[config.mk]
export PLATFORM = sky130hd
export DESIGN_NAME = trellis_mod
export DESIGN_NICKNAME = d
export VERILOG_FILES = /design/src/rtl/trellis_mod.sv
export SDC_FILE = /design/constraint.sdc
export NUM_CORES = 1
export LEC_CHECK = 0
export ABC_AREA = 1
export BUFFER_PORTS_ARGS = -buffer_cell sky130_fd_sc_hd__buf_4
export CORE_UTILIZATION = 46
export CTS_BUF_LIST = sky130_fd_sc_hd__clkbuf_4
export CTS_CLUSTER_SIZE = 12
export DETAILED_ROUTE_END_ITERATION = 8
export HOLD_SLACK_MARGIN = 0.02
export MAX_ROUTING_LAYER = met4
export PLACE_DENSITY = 0.7
export SLEW_MARGIN = 20
export SYNTH_ARGS = -nofsm -noshare
export SYNTH_HDL_FRONTEND = slang
export SYNTH_SLANG_ARGS = --single-unit
export TNS_END_PERCENT = 50
[constraint.sdc]
create_clock -name clk -period 4.35 [get_ports clk]
set_clock_uncertainty 0.2 [all_clocks]
set_input_delay 0.87 -clock clk [delete_from_list [all_inputs] [get_ports clk]]
set_output_delay 0.87 -clock clk [all_outputs]
set_load 0.1 [all_outputs]
[src/rtl/trellis_mod.sv]
// SOQPSK-MIL (h=1/2, rectangular pulse) modulator: bit FIFO -> ternary precoder -> phase accumulator -> 8-point I/Q map.
// Latency 2 clocks from every sym2xEn to outEn; dataReady drops when the FIFO is full. Optional PN15 source: TRELLIS_MOD_PN_EN.
module trellis_mod #(
  parameter logic [17:0] AMP        = 18'h1FFFF,
  parameter logic [17:0] AMP45      = 18'h16A09,
  parameter int          FIFO_DEPTH = 4
) (
  input  logic        clk,
  input  logic        reset,
  input  logic        symEn,
  input  logic        sym2xEn,
  input  logic        modEnable,
  input  logic        dataIn,
  input  logic        dataValid,
  output logic        dataReady,
  input  logic        pnSelect,
  output logic [17:0] iOut,
  output logic [17:0] qOut,
  output logic        outEn,
  output logic        underflow
);

  localparam int AW = $clog2(FIFO_DEPTH);
  localparam logic [AW:0] FULL_CNT = (AW+1)'(FIFO_DEPTH);

  typedef enum logic {IDLE, RUN} state_t;

  state_t state, state_nxt;
  logic   active;

  always_ff @(posedge clk) begin
    if (reset) state <= IDLE;
    else       state <= state_nxt;
  end

  // The enabling symEn already counts as a RUN symbol slot.
  always_comb begin
    state_nxt = state;
    active    = 1'b0;
    case (state)
      IDLE: if (modEnable && symEn) begin
        state_nxt = RUN;
        active    = 1'b1;
      end
      RUN: if (!modEnable) state_nxt = IDLE;
           else            active    = 1'b1;
    endcase
  end

  logic sym_slot;
  assign sym_slot = active && symEn;

  logic use_pn;
  logic pn_bit;
`ifdef TRELLIS_MOD_PN_EN
  logic [14:0] pn;
  always_ff @(posedge clk) begin
    if (reset)                     pn <= '1;
    else if (sym_slot && pnSelect) pn <= {pn[13:0], pn[14] ^ pn[13]};
  end
  assign use_pn = pnSelect;
  assign pn_bit = pn[14];
`else
  logic unused_pn;
  assign unused_pn = pnSelect;
  assign use_pn    = 1'b0;
  assign pn_bit    = 1'b0;
`endif

  logic [FIFO_DEPTH-1:0] mem;
  logic [AW-1:0]         wr_ptr, rd_ptr;
  logic [AW:0]           count, count_nxt;
  logic                  do_wr, do_rd, have_bit, bit_val;

  assign do_wr     = dataValid && dataReady;
  assign do_rd     = sym_slot && !use_pn && (count != '0);
  assign count_nxt = count + (AW+1)'(do_wr) - (AW+1)'(do_rd);
  assign have_bit  = use_pn || (count != '0);
  assign bit_val   = use_pn ? pn_bit : mem[rd_ptr];

  always_ff @(posedge clk) begin
    if (do_wr) mem[wr_ptr] <= dataIn;
  end

  always_ff @(posedge clk) begin
    if (reset) begin
      wr_ptr    <= '0;
      rd_ptr    <= '0;
      count     <= '0;
      dataReady <= 1'b1;
    end else begin
      if (do_wr) wr_ptr <= wr_ptr + AW'(1);
      if (do_rd) rd_ptr <= rd_ptr + AW'(1);
      count     <= count_nxt;
      dataReady <= (count_nxt != FULL_CNT);
    end
  end

  // Bits are kept as 1 = +1, 0 = -1. alpha is nonzero only when a[k] != a[k-2];
  // its sign is negative for an odd count of {a[k]<0, a[k-1]<0, k even}.
  logic       h1, h2, kpar;
  logic [1:0] alpha_q, alpha_nxt;

  always_comb begin
    alpha_nxt = 2'b00;
    if (bit_val != h2) alpha_nxt = ((~bit_val) ^ (~h1) ^ (~kpar)) ? 2'b11 : 2'b01;
  end

  always_ff @(posedge clk) begin
    if (reset) begin
      h1        <= 1'b1;
      h2        <= 1'b1;
      kpar      <= 1'b0;
      alpha_q   <= 2'b00;
      underflow <= 1'b0;
    end else begin
      underflow <= 1'b0;
      if (!modEnable) begin
        h1      <= 1'b1;
        h2      <= 1'b1;
        kpar    <= 1'b0;
        alpha_q <= 2'b00;
      end else if (sym_slot) begin
        if (have_bit) begin
          h2      <= h1;
          h1      <= bit_val;
          kpar    <= ~kpar;
          alpha_q <= alpha_nxt;
        end else begin
          alpha_q   <= 2'b00;
          underflow <= 1'b1;
        end
      end
    end
  end

  logic [15:0] phase, phase_nxt, phase_step;
  logic        s2x_d1, adv_d1;

  always_comb begin
    phase_step = 16'h0000;
    case (alpha_q)
      2'b01:   phase_step = 16'h2000;
      2'b11:   phase_step = 16'hE000;
      default: phase_step = 16'h0000;
    endcase
  end

  assign phase_nxt = !modEnable ? 16'h0000 :
                     adv_d1     ? phase + phase_step : phase;

  logic [17:0] lut_i, lut_q;
  always_comb begin
    lut_i = AMP;
    lut_q = 18'h0;
    case (phase_nxt[15:13])
      3'd0: begin lut_i = AMP;     lut_q = 18'h0;   end
      3'd1: begin lut_i = AMP45;   lut_q = AMP45;   end
      3'd2: begin lut_i = 18'h0;   lut_q = AMP;     end
      3'd3: begin lut_i = -AMP45;  lut_q = AMP45;   end
      3'd4: begin lut_i = -AMP;    lut_q = 18'h0;   end
      3'd5: begin lut_i = -AMP45;  lut_q = -AMP45;  end
      3'd6: begin lut_i = 18'h0;   lut_q = -AMP;    end
      3'd7: begin lut_i = AMP45;   lut_q = -AMP45;  end
    endcase
  end

  // Phase and output map update together so each sample lands 2 clocks after its strobe.
  always_ff @(posedge clk) begin
    if (reset) begin
      s2x_d1 <= 1'b0;
      adv_d1 <= 1'b0;
      phase  <= 16'h0000;
      outEn  <= 1'b0;
      iOut   <= AMP;
      qOut   <= 18'h0;
    end else begin
      s2x_d1 <= sym2xEn;
      adv_d1 <= sym2xEn && active;
      phase  <= phase_nxt;
      outEn  <= s2x_d1;
      if (s2x_d1) begin
        iOut <= lut_i;
        qOut <= lut_q;
      end
    end
  end

endmodule

Word level (Yosys, flattened, before mapping). Memories as Yosys holds them, arrays and structs flattened. A register that Yosys moved wholly into a read port is not among the register bits. Index checks and enable logic that the tools add are counted.

Register bits: 38. ROM bits: 288. Output and inout bits: 39. Word-level logic and storage cells: 62. Memories: 1.

Memories: (no name shown) (words 8, bits a word 36, rd ports 1, clocked after memory_dff 1, write ports 0, line 156) `case (phase_nxt[15:13])`.

Add/sub/neg operators: 5. $lt $le $gt $ge: 3. Eq/ne operators: 4. Mux-type cells: 15. Bitwise logic cells: 8. Reductions and logical operators: 10.

Operators with widths (count): two-way mux 16 bit (2); case mux 16 bit (2 select lines) (1); adder 16 bit (1); logical AND 1 bit (6); less-than comparator 2 x 3 -> 1 bit, second input constant (2); two-way mux 2 bit (3); NOT 1 bit (6); two-way mux 1 bit (5); adder 2 x 1 -> 2 bit, second input constant (2); bitwise mux 4 bit (1); adder 3 x 1 -> 3 bit (1); inequality test 3 bit, second input constant (1); nonzero test 3 bit (1); OR reduction 3 bit (1); subtractor 3 x 1 -> 3 bit (1); binary-select mux 1 bit (select 2 bit) (1); demux 1 bit (select 2 bit) (1); == test 2 x 1 -> 1 bit, second input constant (1); == test 2 bit, second input constant (1); >= comparator 2 x 1 -> 1 bit, second input constant (1); case mux 1 bit (2 select lines) (1); AND reduction 2 bit (1); OR reduction 2 bit (1); XOR 1 bit (2); inequality test 1 bit (1).

Longest topological paths before layout. Gate-level depths: netlist of the first run.

Depth in word-level cells: 8. Mapped depth: 13. Mapped depth without buffers: 13.

Worst setup path before layout of the first run. No wires, ideal clock.

Path type: register to register. From: reg dataReady. To: reg dataReady. Arrival time: 2.482 ns. Path slack: 1.545 ns. Stages on the path, launching flop included: 10. Buffers on the path: 0. Period minus slack after synthesis: 2.805 ns. Cell sequence: dfxtp_1 > nand2_1 > ha_1 > inv_1 > ha_1 > fa_1 > nand2_1 > nand2_1 > nor2_1 > nand3_1.

Longest elaborated chain between the ends: 4.

RTL lines: from (decl) (line 15) `output logic dataReady,`; from (signal assigned) (line 95) `dataReady <= (count_nxt != FULL_CNT);`; logical AND 1 bit (line 75) `assign do_wr = dataValid && dataReady;`; adder 3 x 1 -> 3 bit (line 77) `assign count_nxt = count + (AW+1)'(do_wr) - (AW+1)'(do_rd);`; subtractor 3 x 1 -> 3 bit (line 77); inequality test 3 bit (line 95).

Every way passes these cells. A chain may end at the register's enable or synchronous reset.

Worst setup path in the final report of the first run.
From: in modEnable. To: reg dataReady.

Longest elaborated chain between the ends: 7. Elaborated cells between the ends (all ways): 8. Those cells by class: add/sub: 1; eq/ne: 1; mux: 3; reduce/logical: 3.

RTL lines: from (decl) (line 12) `input logic modEnable,`; logical AND 1 bit (line 41) `IDLE: if (modEnable && symEn) begin`; two-way mux 1 bit (line 41); case mux 1 bit (2 select lines) (*) (line 40) `case (state)`; logical AND 1 bit (*) (line 51) `assign sym_slot = active && symEn;`; logical AND 1 bit (*) (line 76) `assign do_rd = sym_slot && !use_pn && (count != '0);`; named net do_rd (line 73) `logic do_wr, do_rd, have_bit, bit_val;`; subtractor 3 x 1 -> 3 bit (*) (line 77); inequality test 3 bit (*) (line 95).

The timed path passes the listed nets; every way through them passes the cells marked *.

==> reports/metrics.cfg, run 1 <==
[status]
status = complete, no violations

[cells_and_area]
post-route-util_pct = 56.8
drive_gt1_share_pct = 28.4
fin_cells = 282
fillCellCount = 337
seqCellArea_sq_um = 701
nNetsFinal = 255
synthToLayoutAreaGrowth_pct = 13.4
multiInputGateArea_sq_um = 693
diodes = 0

[clock_tree]
clock-sinks = 33
ctsHoldBuffers = 0
clock_latency_ps = 320
post_cts_resized = 0
cts_tree = yes
cts_max_path_buffers = 2
root_buffer = clkbuf_4
htreeDepth = 2
clkTransAtPathRegs_ps = 90
cts_buffers = 5
cts_setup_buffers = 0

[flow_run]
drv_cap = 0

[worst_setup_path]
crit_arrival_ps = 2450
crit_family = adder cells
cp_max_fo = 7
cp.required_ps = 4360
crit_buf_inv = 2
slowest_delay_ps = 380
path_cells = buf_4, nand2_2, nor2_2, ha_1, inv_1, ha_1, fa_1, nand2_1, nand2_1, nor2_1, nand3_1
critPathCaptureType = register
cp-start-kind = primary input
crit_slowest_cell = fa_1
critPathKind = primary input to register

[sta]
tightestPinTransition_ps = 322
drv_slew = 0
min_period_ps = 2440
relSlewSlack_pct = 78.5
fin_ws_ps = 1910
post-route-period-util_pct = 56.1
hold_viol = 0
max_clock_freq_ghz = 0.410
setup_viol = 0
rsz0062_at_grt = false
final.setup.tns_ps = 0

[synthesis]
ys_types = 28
syn_nets = 234
synth_top_area_cell = dfxtp_1
synth_top_area_share_pct = 33.4
syn_area_per_cell_sq_um = 8.12
synth_area_leaders = dfxtp_1 33%, buf_4 12%, nand2_1 7.3%, ha_1 7.2%, edfxtp_1 6.9%
synth_seq_cells = 33
yosysWarnings = 0
syn_area_sq_mm = 0.00174
syn_inst = 214
yosysSeqAreaShare_pct = 40.3

[die]
core_area_sq_mm = 0.00347
die_x_um = 63.4
ios = 47
initial_core_util_pct = 50.1
fp.dieH_um = 63.4
dieArea_sq_mm = 0.00403
rows = 21

[place]
place.gp.congestion = 0.775
place_ws_ps = 1560
hpwlAfterDp_um = 2200
io_buffers = 45
dp.cells = 274

[route]
dr.pass1.iters = 4
ant_nets = 0
wl_per_cell_um = 10.2
dr_total_vias = 1274
vias_per_cell = 4.52
routed_wl_um = 2870
first_iter_violations = 34
drc = 0

[pwr]
p_comb_share_pct = 39.0
totalPowerFinal_uw = 898
vdd_drop_max_mv = 0.404
powerDensity_mw_per_mm2 = 456
pwr-share-clk_pct = 19.7
power.leakage_nw = 0.927
p_sw_uw = 386
seq_power_share_pct = 41.3
swShare_pct = 43.0
p_int_uw = 512

[global_routing]
grt-ovfl-total = 0
grt_pass1_vias = 1140
grt_max_degree = 19
grt_usage_pct = 16.3
antenna_found_initial = 0
grt_pass1_wl_um = 4960

[worst_hold_path]
hp-class = register to register

==> tightest hold or removal path, stage by stage (launching register included) <==
cell and delay [ps]:
dfxtp_1 320, nand2_1 60, a21oi_1 60
==> sequential cells by signal (all words and copies together) (netlist names), 2 cells and up <==
register  cells
count         3
iOut          4
rd_ptr        2
wr_ptr        2
qOut          4
phase         3
mem           4
alpha_q       2
==> synthesized netlist by cell type <==
library cell	number
clkinv_1	1
ha_1	10
nand4_1	2
a211oi_1	1
buf_2	1
o211ai_1	1
nor2_4	1
buf_4	28
nand2_2	3
inv_2	2
dfxtp_1	29
nand2_1	34
nand3_2	2
fa_1	2
edfxtp_1	4
o31ai_1	1
nor4_1	1
xor2_1	2
nor3_4	2
inv_1	29
nor2_2	2
o21ai_0	6
clkbuf_1	2
or2_2	1
nor2_1	23
a21oi_2	1
a21oi_1	14
nand3_1	9
==> cells in the final DEF, fill, tap and decap left out, drive strengths merged <==
| cell | n |
|---|---|
| o211ai | 1 |
| nor3 | 2 |
| nor4 | 1 |
| clkbuf | 8 |
| dfxtp | 29 |
| edfxtp | 4 |
| fa | 2 |
| nand4 | 2 |
| a21oi | 15 |
| a211oi | 1 |
| nand3 | 11 |
| xor2 | 2 |
| inv | 31 |
| buf | 45 |
| o21ai | 6 |
| or2 | 1 |
| nor2 | 26 |
| ha | 10 |
| o31ai | 1 |
| clkinv | 1 |
| nand2 | 37 |
==> through the flow <==
step,instance area (sq um),hold slack (ps)
after floorplan,1740,227
after global placement,1910,252
after detailed placement,1910,262
after CTS,1970,277
after global routing,1970,297
final,1970,275
==> per-layer routing <==
layer	track usage [%]	wire length, um	vias to the layer above
met2	24.3	1370	16
met3	3.80	97	7
met4	9.38	61	0
met5	-	0	-
met1	20.1	1350	570
li1	-	-	681
==> power by group through the flow <==
stage | Sequential [mW] | Combinational, mW | Clock, mW
finish | 0.371 | 0.350 | 0.177
global route | 0.377 | 0.383 | 0.199
CTS | 0.372 | 0.353 | 0.183
detailed placement | 0.379 | 0.352 | 0
global placement | 0.377 | 0.346 | 0
floorplan | 0.432 | 0.246 | 0
==> worst paths after layout <==
check                  from         to  slack, ps  depth (start not counted)
setup / recovery  modEnable  dataReady       1910                         11
hold / removal      qOut[0]    qOut[0]        270                          2
setup reg to reg   count[1]  dataReady       1960                         11
hold reg to reg     qOut[0]    qOut[0]        270                          2
==> layout make-up <==
class / count / area share, %
repair buffers: 45 / 17.2
multi-input cells: 118 / 35.2
inverters: 32 / 6.10
flip-flops and latches: 33 / 35.6
well taps: 46 / 2.92
clock buffers: 8 / 3.05
==> cell families after synthesis <==
family	share of synthesized area, %
buffers and inverters	19.7
DFF	40.3
and+or+nand+nor	21.8
adders and majority gates	9.51
xor gates and xnor gates	1.01
AOI/OAI and AO/OA	7.57
Power figures use the tool's default switching activity.
==> run 2: changes to the inputs <==
--- a/config.mk
+++ b/config.mk
@@ -5,7 +5,7 @@
 export SDC_FILE = /design/constraint.sdc
 export NUM_CORES = 1
 export LEC_CHECK = 0
-export ABC_AREA = 1
+export ABC_AREA = 0
 export BUFFER_PORTS_ARGS = -buffer_cell sky130_fd_sc_hd__buf_4
 export CORE_UTILIZATION = 46
 export CTS_BUF_LIST = sky130_fd_sc_hd__clkbuf_4
@@ -13,7 +13,7 @@
 export DETAILED_ROUTE_END_ITERATION = 8
 export HOLD_SLACK_MARGIN = 0.02
 export MAX_ROUTING_LAYER = met4
-export PLACE_DENSITY = 0.7
+export PLACE_DENSITY = 0.73
 export SLEW_MARGIN = 20
 export SYNTH_ARGS = -nofsm -noshare
 export SYNTH_HDL_FRONTEND = slang
==> constraint.sdc (replaced) <==
create_clock -name clk -period 2 [get_ports clk]
set_clock_uncertainty 0.2 [all_clocks]
set_input_delay 0.4 -clock clk [delete_from_list [all_inputs] [get_ports clk]]
set_output_delay 0.4 -clock clk [all_outputs]
set_load 0.1 [all_outputs]
==> reports/metrics.cfg, run 2 <==
[cells_and_area]
nNetsFinal = 248  ; was 255
mostFrequentLayoutCell = buf_4  ; unchanged
reg.largest.list = iOut (4), mem (4), qOut (4)  ; unchanged
synthToLayoutAreaGrowth_pct = 33.0  ; was 13.4%
post-route-util_pct = 64.1  ; was 56.8%
fin_area_sq_mm = 0.00235  ; was 0.00197 sq mm
diodes = 0  ; unchanged
fillCellCount = 308  ; was 337
drive_gt1_share_pct = 48.9  ; was 28.4%
mostFrequentLayoutCells = 68 x buf_4, 22 x dfxtp_1, 13 x nand2_1, 13 x nor2_1, 9 x inv_1  ; was 45 x buf_4, 34 x nand2_1, 29 x inv_1, 29 x dfxtp_1, 23 x nor2_1

[status]
status = finished, violations left  ; was complete, no violations
violations = setup timing

[place]
place_ws_ps = -371  ; was 1560 ps
dpl_cell_area_sq_mm = 0.00217  ; was 0.00191 sq mm
place.gp.congestion = 0.785  ; was 0.775
hpwlAfterDp_um = 2620  ; was 2200 um
io_buffers = 45  ; unchanged

[synthesis]
syn_inst = 188  ; was 214
synth_edf_count = 4  ; unchanged
synth_seq_cells = 33  ; unchanged
synth_area_leaders = dfxtp_1 33%, buf_4 12%, ha_1 7.1%, edfxtp_1 6.8%, nor2_1 3.2%  ; was dfxtp_1 33%, buf_4 12%, nand2_1 7.3%, ha_1 7.2%, edfxtp_1 6.9%
synth_top_area_share_pct = 32.9  ; was 33.4%
synth_top_area_cell = dfxtp_1  ; unchanged
syn_area_sq_mm = 0.00176  ; was 0.00174 sq mm
syn_area_per_cell_sq_um = 9.38  ; was 8.12 sq um
synth_common_cells = 29 x buf_4, 29 x dfxtp_1, 15 x nor2_1  ; was 34 x nand2_1, 29 x dfxtp_1, 29 x inv_1
ys_types = 42  ; was 28
yosysSeqAreaShare_pct = 39.7  ; was 40.3%
postSynth.asyncResetShare_pct = 0  ; unchanged
synth_ff_type = dfxtp_1  ; unchanged
yosysWarnings = 0  ; unchanged
syn_nets = 208  ; was 234

[worst_hold_path]
hold_end = mem[2]  ; was qOut[0]
worstHoldPathCells = 1  ; was 2
hp-start = dataIn  ; was qOut[0]
hp-class = primary input to register  ; was register to register

[worst_setup_path]
reg2reg_depth = 9  ; was 11
crit_buf_inv = 2  ; unchanged
slowest_delay_ps = 390  ; was 380 ps
crit_slowest_cell = o311a_4  ; was fa_1
cp_max_fo = 2  ; was 7
path_cells = o311a_4, ha_4, inv_2, ha_4, fa_2, xnor2_2, xnor2_1, nor2_1, buf_4  ; was buf_4, nand2_2, nor2_2, ha_1, inv_1, ha_1, fa_1, nand2_1, nand2_1, nor2_1, nand3_1
crit_family = adder cells  ; unchanged
crit_arrival_ps = 2350  ; was 2450 ps
crit_top_cell = ha_4
cp-start-kind = register  ; was primary input
rr_startpoint = count[0]  ; was count[1]
cp.required_ps = 2040  ; was 4360 ps
rr_endpoint = count[2]  ; was dataReady
rrSetupSlack_ps = -310  ; was 1960 ps
critPathCaptureType = register  ; unchanged
critPathKind = register to register  ; was primary input to register

[clock_tree]
cts_buffers = 5  ; unchanged
cts_tree = yes  ; unchanged
htreeDepth = 2  ; unchanged
clkTransAtPathRegs_ps = 100  ; was 90 ps
clock_latency_ps = 330  ; was 320 ps
cts_max_path_buffers = 2  ; unchanged
clock-sinks = 33  ; unchanged
ctsHoldBuffers = 0  ; unchanged
root_buffer = clkbuf_4  ; unchanged

[sta]
max_clock_freq_ghz = 0.433
min_period_ps = 2310
setup_viol = 10  ; was 0
post-route-period-util_pct = 115
hold_viol = 0  ; unchanged
relSlewSlack_pct = 68.7  ; was 78.5%
tightestPinTransition_ps = 467  ; was 322 ps
drv_slew = 0  ; unchanged
rsz0062_at_grt = true  ; was false
fin_ws_ps = -309  ; was 1910 ps

[die]
die_x_um = 63.9  ; was 63.4 um
rows = 22  ; was 21
dieArea_sq_mm = 0.00409  ; was 0.00403 sq mm
initial_core_util_pct = 48.2  ; was 50.1%
core_area_sq_mm = 0.00366  ; was 0.00347 sq mm
fp.dieH_um = 63.9  ; was 63.4 um
ios = 47  ; unchanged

[global_routing]
grt_pass1_vias = 1357  ; was 1140
antenna_found_initial = 0  ; unchanged
grt_max_degree = 22  ; was 19
grt-ovfl-total = 0  ; unchanged
grt_pass1_wl_um = 5860  ; was 4960 um
grt_usage_pct = 19.7  ; was 16.3%

[pwr]
vdd_drop_max_mv = 0.570  ; was 0.404 mV
powerDensity_mw_per_mm2 = 961  ; was 456 mW/mm^2
power.leakage_nw = 1.00  ; was 0.927 nW
totalPowerFinal_mw = 2.26  ; was 898 uW

[route]
wl_per_cell_um = 12.4  ; was 10.2 um
ant_nets = 0  ; unchanged
first_iter_violations = 45  ; was 34
dr_total_vias = 1353  ; was 1274
drc = 0  ; unchanged
vias_per_cell = 4.88  ; was 4.52
dr.pass1.iters = 4  ; unchanged
routed_wl_um = 3450  ; was 2870 um

[flow_run]
drv_cap = 0  ; unchanged

[run 2: cell types whose count changed after synthesis, sizes merged, moves of 4 or more]
cell / delta
nor2b: +7
inv: -19
xnor2: +6
clkbuf: +4
a21oi: -8
nand2: -23
and3: +4
nand3b: +4
nor2: -11
nand3: -8
[run 2: repair_timing]
| action | 4_1_cts | 5_1_grt |
|---|---|---|
| buffers inserted | 1 | 2 |
| resized for setup | 14 | 5 |
| endpoints found under the setup margin | 11 | 12 |
| pin swaps | 19 | 6 |
[run 2: final cells by class]
class | count | area, sq um | share of cell area, %
timing repair buffer | 69 | 522 | 22.2
tap | 48 | 60.1 | 2.56
inverter | 12 | 47.5 | 2.03
clock buffer | 6 | 45.0 | 1.92
multi-input combinational | 107 | 923 | 39.3
sequential | 33 | 714 | 30.4
clock inverter | 2 | 35.0 | 1.49
[run 2: worst reg2reg max path: cells and delay by family (launching register included)]
family          cells  cell delay (ps)
compound gates      1              390
xor+xnor            2              280
fa+ha+maj           3              770
buf+inv             2              180
flops               1              340
simple gates        1               70
[run 2: worst max path at each step]
stage	from	end	cells past startpoint
6_report	count[0]	count[2]	9
4_1_cts	count[0]	dataReady	9
5_1_grt	count[0]	count[2]	9
2_1_floorplan	count[0]	dataReady	10
3_5_place_dp	count[0]	dataReady	9
3_3_place_gp	phase[13]	qOut[16]	7
[run 2: power breakdown]
group	leakage, nW	switching (mW)	internal, mW	total, mW
combinational	0.680	0.580	0.363	0.942
sequential	0.276	0.0620	0.760	0.822
clock	0.0456	0.217	0.276	0.492
total	1.00	0.858	1.40	2.26
[run 2: stage by stage]
stage                     std cells  hold WS (ps)  setup TNS (ps)
after floorplan                 188           220           -3130
after CTS                       275          50.4           -1680
final                           277          64.5           -1710
after detailed placement        266           244           -1840
after global routing            277          31.7           -2510
after global placement          266           242           -1360
[run 2: layer usage]
layer | GRT usage (%) | share of wire (%) | vias to the layer above
li1 | - | - | 679
met1 | 18.6 | 39 | 633
met2 | 36.7 | 56 | 33
met3 | 6.43 | 4.0 | 8
met4 | 7.39 | 1.6 | 0
met5 | - | 0 | -
[run 2: cells by family (layout without fill, tap and decap cells)]
kind of cell	count (synthesis)	count (layout)	synth area share [%]
xor+xnor	7	7	3.48
flops	33	33	39.7
simple gates	57	57	16.7
buf+inv	48	89	16.5
mux	6	6	4.26
fa+ha+maj	12	12	9.36
compound gates	25	25	10.0
==> run 3: changes to the inputs <==
--- a/config.mk
+++ b/config.mk
@@ -7,6 +7,7 @@
 export LEC_CHECK = 0
 export ABC_AREA = 0
 export BUFFER_PORTS_ARGS = -buffer_cell sky130_fd_sc_hd__buf_4
+export CORE_ASPECT_RATIO = 0.8
 export CORE_UTILIZATION = 46
 export CTS_BUF_LIST = sky130_fd_sc_hd__clkbuf_4
 export CTS_CLUSTER_SIZE = 12
==> reports/metrics.cfg, run 3 (synthesis gave the netlist of run 2 again) <==
[status]
status = finished, violations left  ; unchanged
violations = DRC, setup timing  ; was setup timing

[die]
ios = 47  ; unchanged
dieArea_sq_mm = 0.00409  ; about the same
initial_core_util_pct = 49.8  ; was 48.2%
rows = 19  ; was 22
core_area_sq_mm = 0.00354  ; was 0.00366 sq mm
fp.dieH_um = 57.4  ; was 63.9 um
die_x_um = 71.2  ; was 63.9 um

[sta]
post-route-period-util_pct = 116  ; was 115%
setup_viol = 11  ; was 10
fin_ws_ps = -329  ; was -309 ps
relSlewSlack_pct = 69.0  ; was 68.7%
min_period_ps = 2330  ; was 2310 ps
tightestPinTransition_ps = 465  ; was 467 ps
final.setup.tns_ps = -2130  ; was -1710 ps
max_clock_freq_ghz = 0.429  ; was 0.433 GHz
rsz0062_at_grt = true  ; unchanged
drv_slew = 0  ; unchanged
hold_viol = 0  ; unchanged

[worst_setup_path]
rr_startpoint = count[1]  ; was count[0]
critPathCaptureType = register  ; unchanged
cp_max_fo = 2  ; unchanged
startpoint = count[1]  ; was count[0]
crit_buf_inv = 1  ; was 2
critPathKind = register to register  ; unchanged
slowest_delay_ps = 380  ; was 390 ps
path_cells = o311a_4, ha_4, inv_2, ha_4, fa_2, xnor2_2, xnor2_1, nor2_1, nand2_1  ; was o311a_4, ha_4, inv_2, ha_4, fa_2, xnor2_2, xnor2_1, nor2_1, buf_4
crit_family = adder cells  ; unchanged
cp.required_ps = 2040  ; about the same
crit_arrival_ps = 2370  ; was 2350 ps
cp_num_cells = 9  ; unchanged
cp-start-kind = register  ; unchanged
crit_top_cell = ha_4  ; unchanged
reg2reg_depth = 9  ; unchanged
crit_slowest_cell = o311a_4  ; unchanged

[clock_tree]
cts_tree = yes  ; unchanged
htreeDepth = 2  ; unchanged
clock_latency_ps = 340  ; was 330 ps
cts_buffers = 5  ; unchanged
cts_max_path_buffers = 2  ; unchanged
root_buffer = clkbuf_4  ; unchanged
clock-sinks = 33  ; unchanged
clkTransAtPathRegs_ps = 110  ; was 100 ps

[cells_and_area]
mostFrequentLayoutCell = buf_4  ; unchanged
reg.largest.list = iOut (4), mem (4), qOut (4)  ; unchanged
drive_gt1_share_pct = 48.5  ; was 48.9%
nNetsFinal = 252  ; was 248
diodes = 0  ; unchanged
fin_area_sq_mm = 0.00233  ; was 0.00235 sq mm
mostFrequentLayoutCells = 73 x buf_4, 22 x dfxtp_1, 15 x nor2_1, 13 x nand2_1, 10 x inv_1  ; was 68 x buf_4, 22 x dfxtp_1, 13 x nand2_1, 13 x nor2_1, 9 x inv_1
synthToLayoutAreaGrowth_pct = 32.0  ; was 33.0%

[route]
ant_nets = 0  ; unchanged
drc = 1  ; was 0
vias_per_cell = 5.13  ; was 4.88
wl_per_cell_um = 14.4  ; was 12.4 um
dr_total_vias = 1410  ; was 1353
dr.pass1.iters = 6  ; was 4
routed_wl_um = 3960  ; was 3450 um
first_iter_violations = 80  ; was 45

[pwr]
power.leakage_nw = 1.01  ; was 1.00 nW
vdd_drop_max_mv = 0.681  ; was 0.570 mV
powerDensity_mw_per_mm2 = 923  ; was 961 mW/mm^2

[place]
place.gp.congestion = 0.768  ; was 0.785
io_buffers = 45  ; unchanged
dpl_cell_area_sq_mm = 0.00215  ; was 0.00217 sq mm
hpwlAfterDp_um = 2760  ; was 2620 um

[worst_hold_path]
hp-class = primary input to register  ; unchanged
worstHoldPathCells = 1  ; unchanged
hp-start = dataIn  ; unchanged

[flow_run]
drv_cap = 0  ; unchanged

[global_routing]
antenna_found_initial = 0  ; unchanged
grt_pass1_wl_um = 6330  ; was 5860 um
grt_pass1_vias = 1321  ; was 1357
grt_max_degree = 22  ; unchanged
grt_usage_pct = 21.1  ; was 19.7%
grt-ovfl-total = 0  ; unchanged

run 3: final cells by class:
type                            count  area (sq um)
Fill cell                         276          1210
Multi-Input combinational cell    107           913
Sequential cell                    33           714
Timing Repair Buffer               73           548
Tap cell                           42          52.6
Clock buffer                        6          45.0
Inverter                           12          45.0
Clock inverter                      2          10.0
run 3: timing repair:
item	4_1_cts	5_1_grt
hold buffers	0	0
pin swaps	14	9
resized for setup	6	7
gates cloned	0	0
setup buffers	3	5
setup endpoints to repair	11	12
run 3: metal layers:
| metal | global-route usage (%) | share of wire [%] | up-vias | wire (um) |
|---|---|---|---|---|
| met5 | - | 0 | - | 0 |
| met4 | 7.71 | 1.3 | 0 | 53 |
| met3 | 3.71 | 4.5 | 5 | 177 |
| met2 | 35.0 | 50 | 43 | 1980 |
| met1 | 25.8 | 44 | 667 | 1750 |
| li1 | - | - | 695 | - |
run 3: per-stage QoR:
stage | worst slack, ps | utilization, % | cells | power (mW) | hold slack (ps)
CTS | -312 | 64.1 | 270 | 2.15 | 51.6
finish | -329 | 65.7 | 275 | 2.15 | 65.4
detailed placement | -331 | 60.8 | 259 | 1.72 | 234
global placement | -282 | 60.8 | 259 | 1.68 | 229
floorplan | -309 | - | 188 | 1.53 | 220
global route | -400 | 65.7 | 275 | 2.26 | 47.7
run 3: final timing paths:
kind / slack (ps) / endpoint
setup / recovery: -330 / dataReady
hold / removal: 70 / mem[0]
hold reg to reg: 260 / state
setup reg to reg: -330 / dataReady
run 3: report_power, final:
part	internal, mW	switching [mW]
Sequential	0.762	0.0622
Combinational	0.352	0.592
Clock	0.147	0.235
Total	1.26	0.888
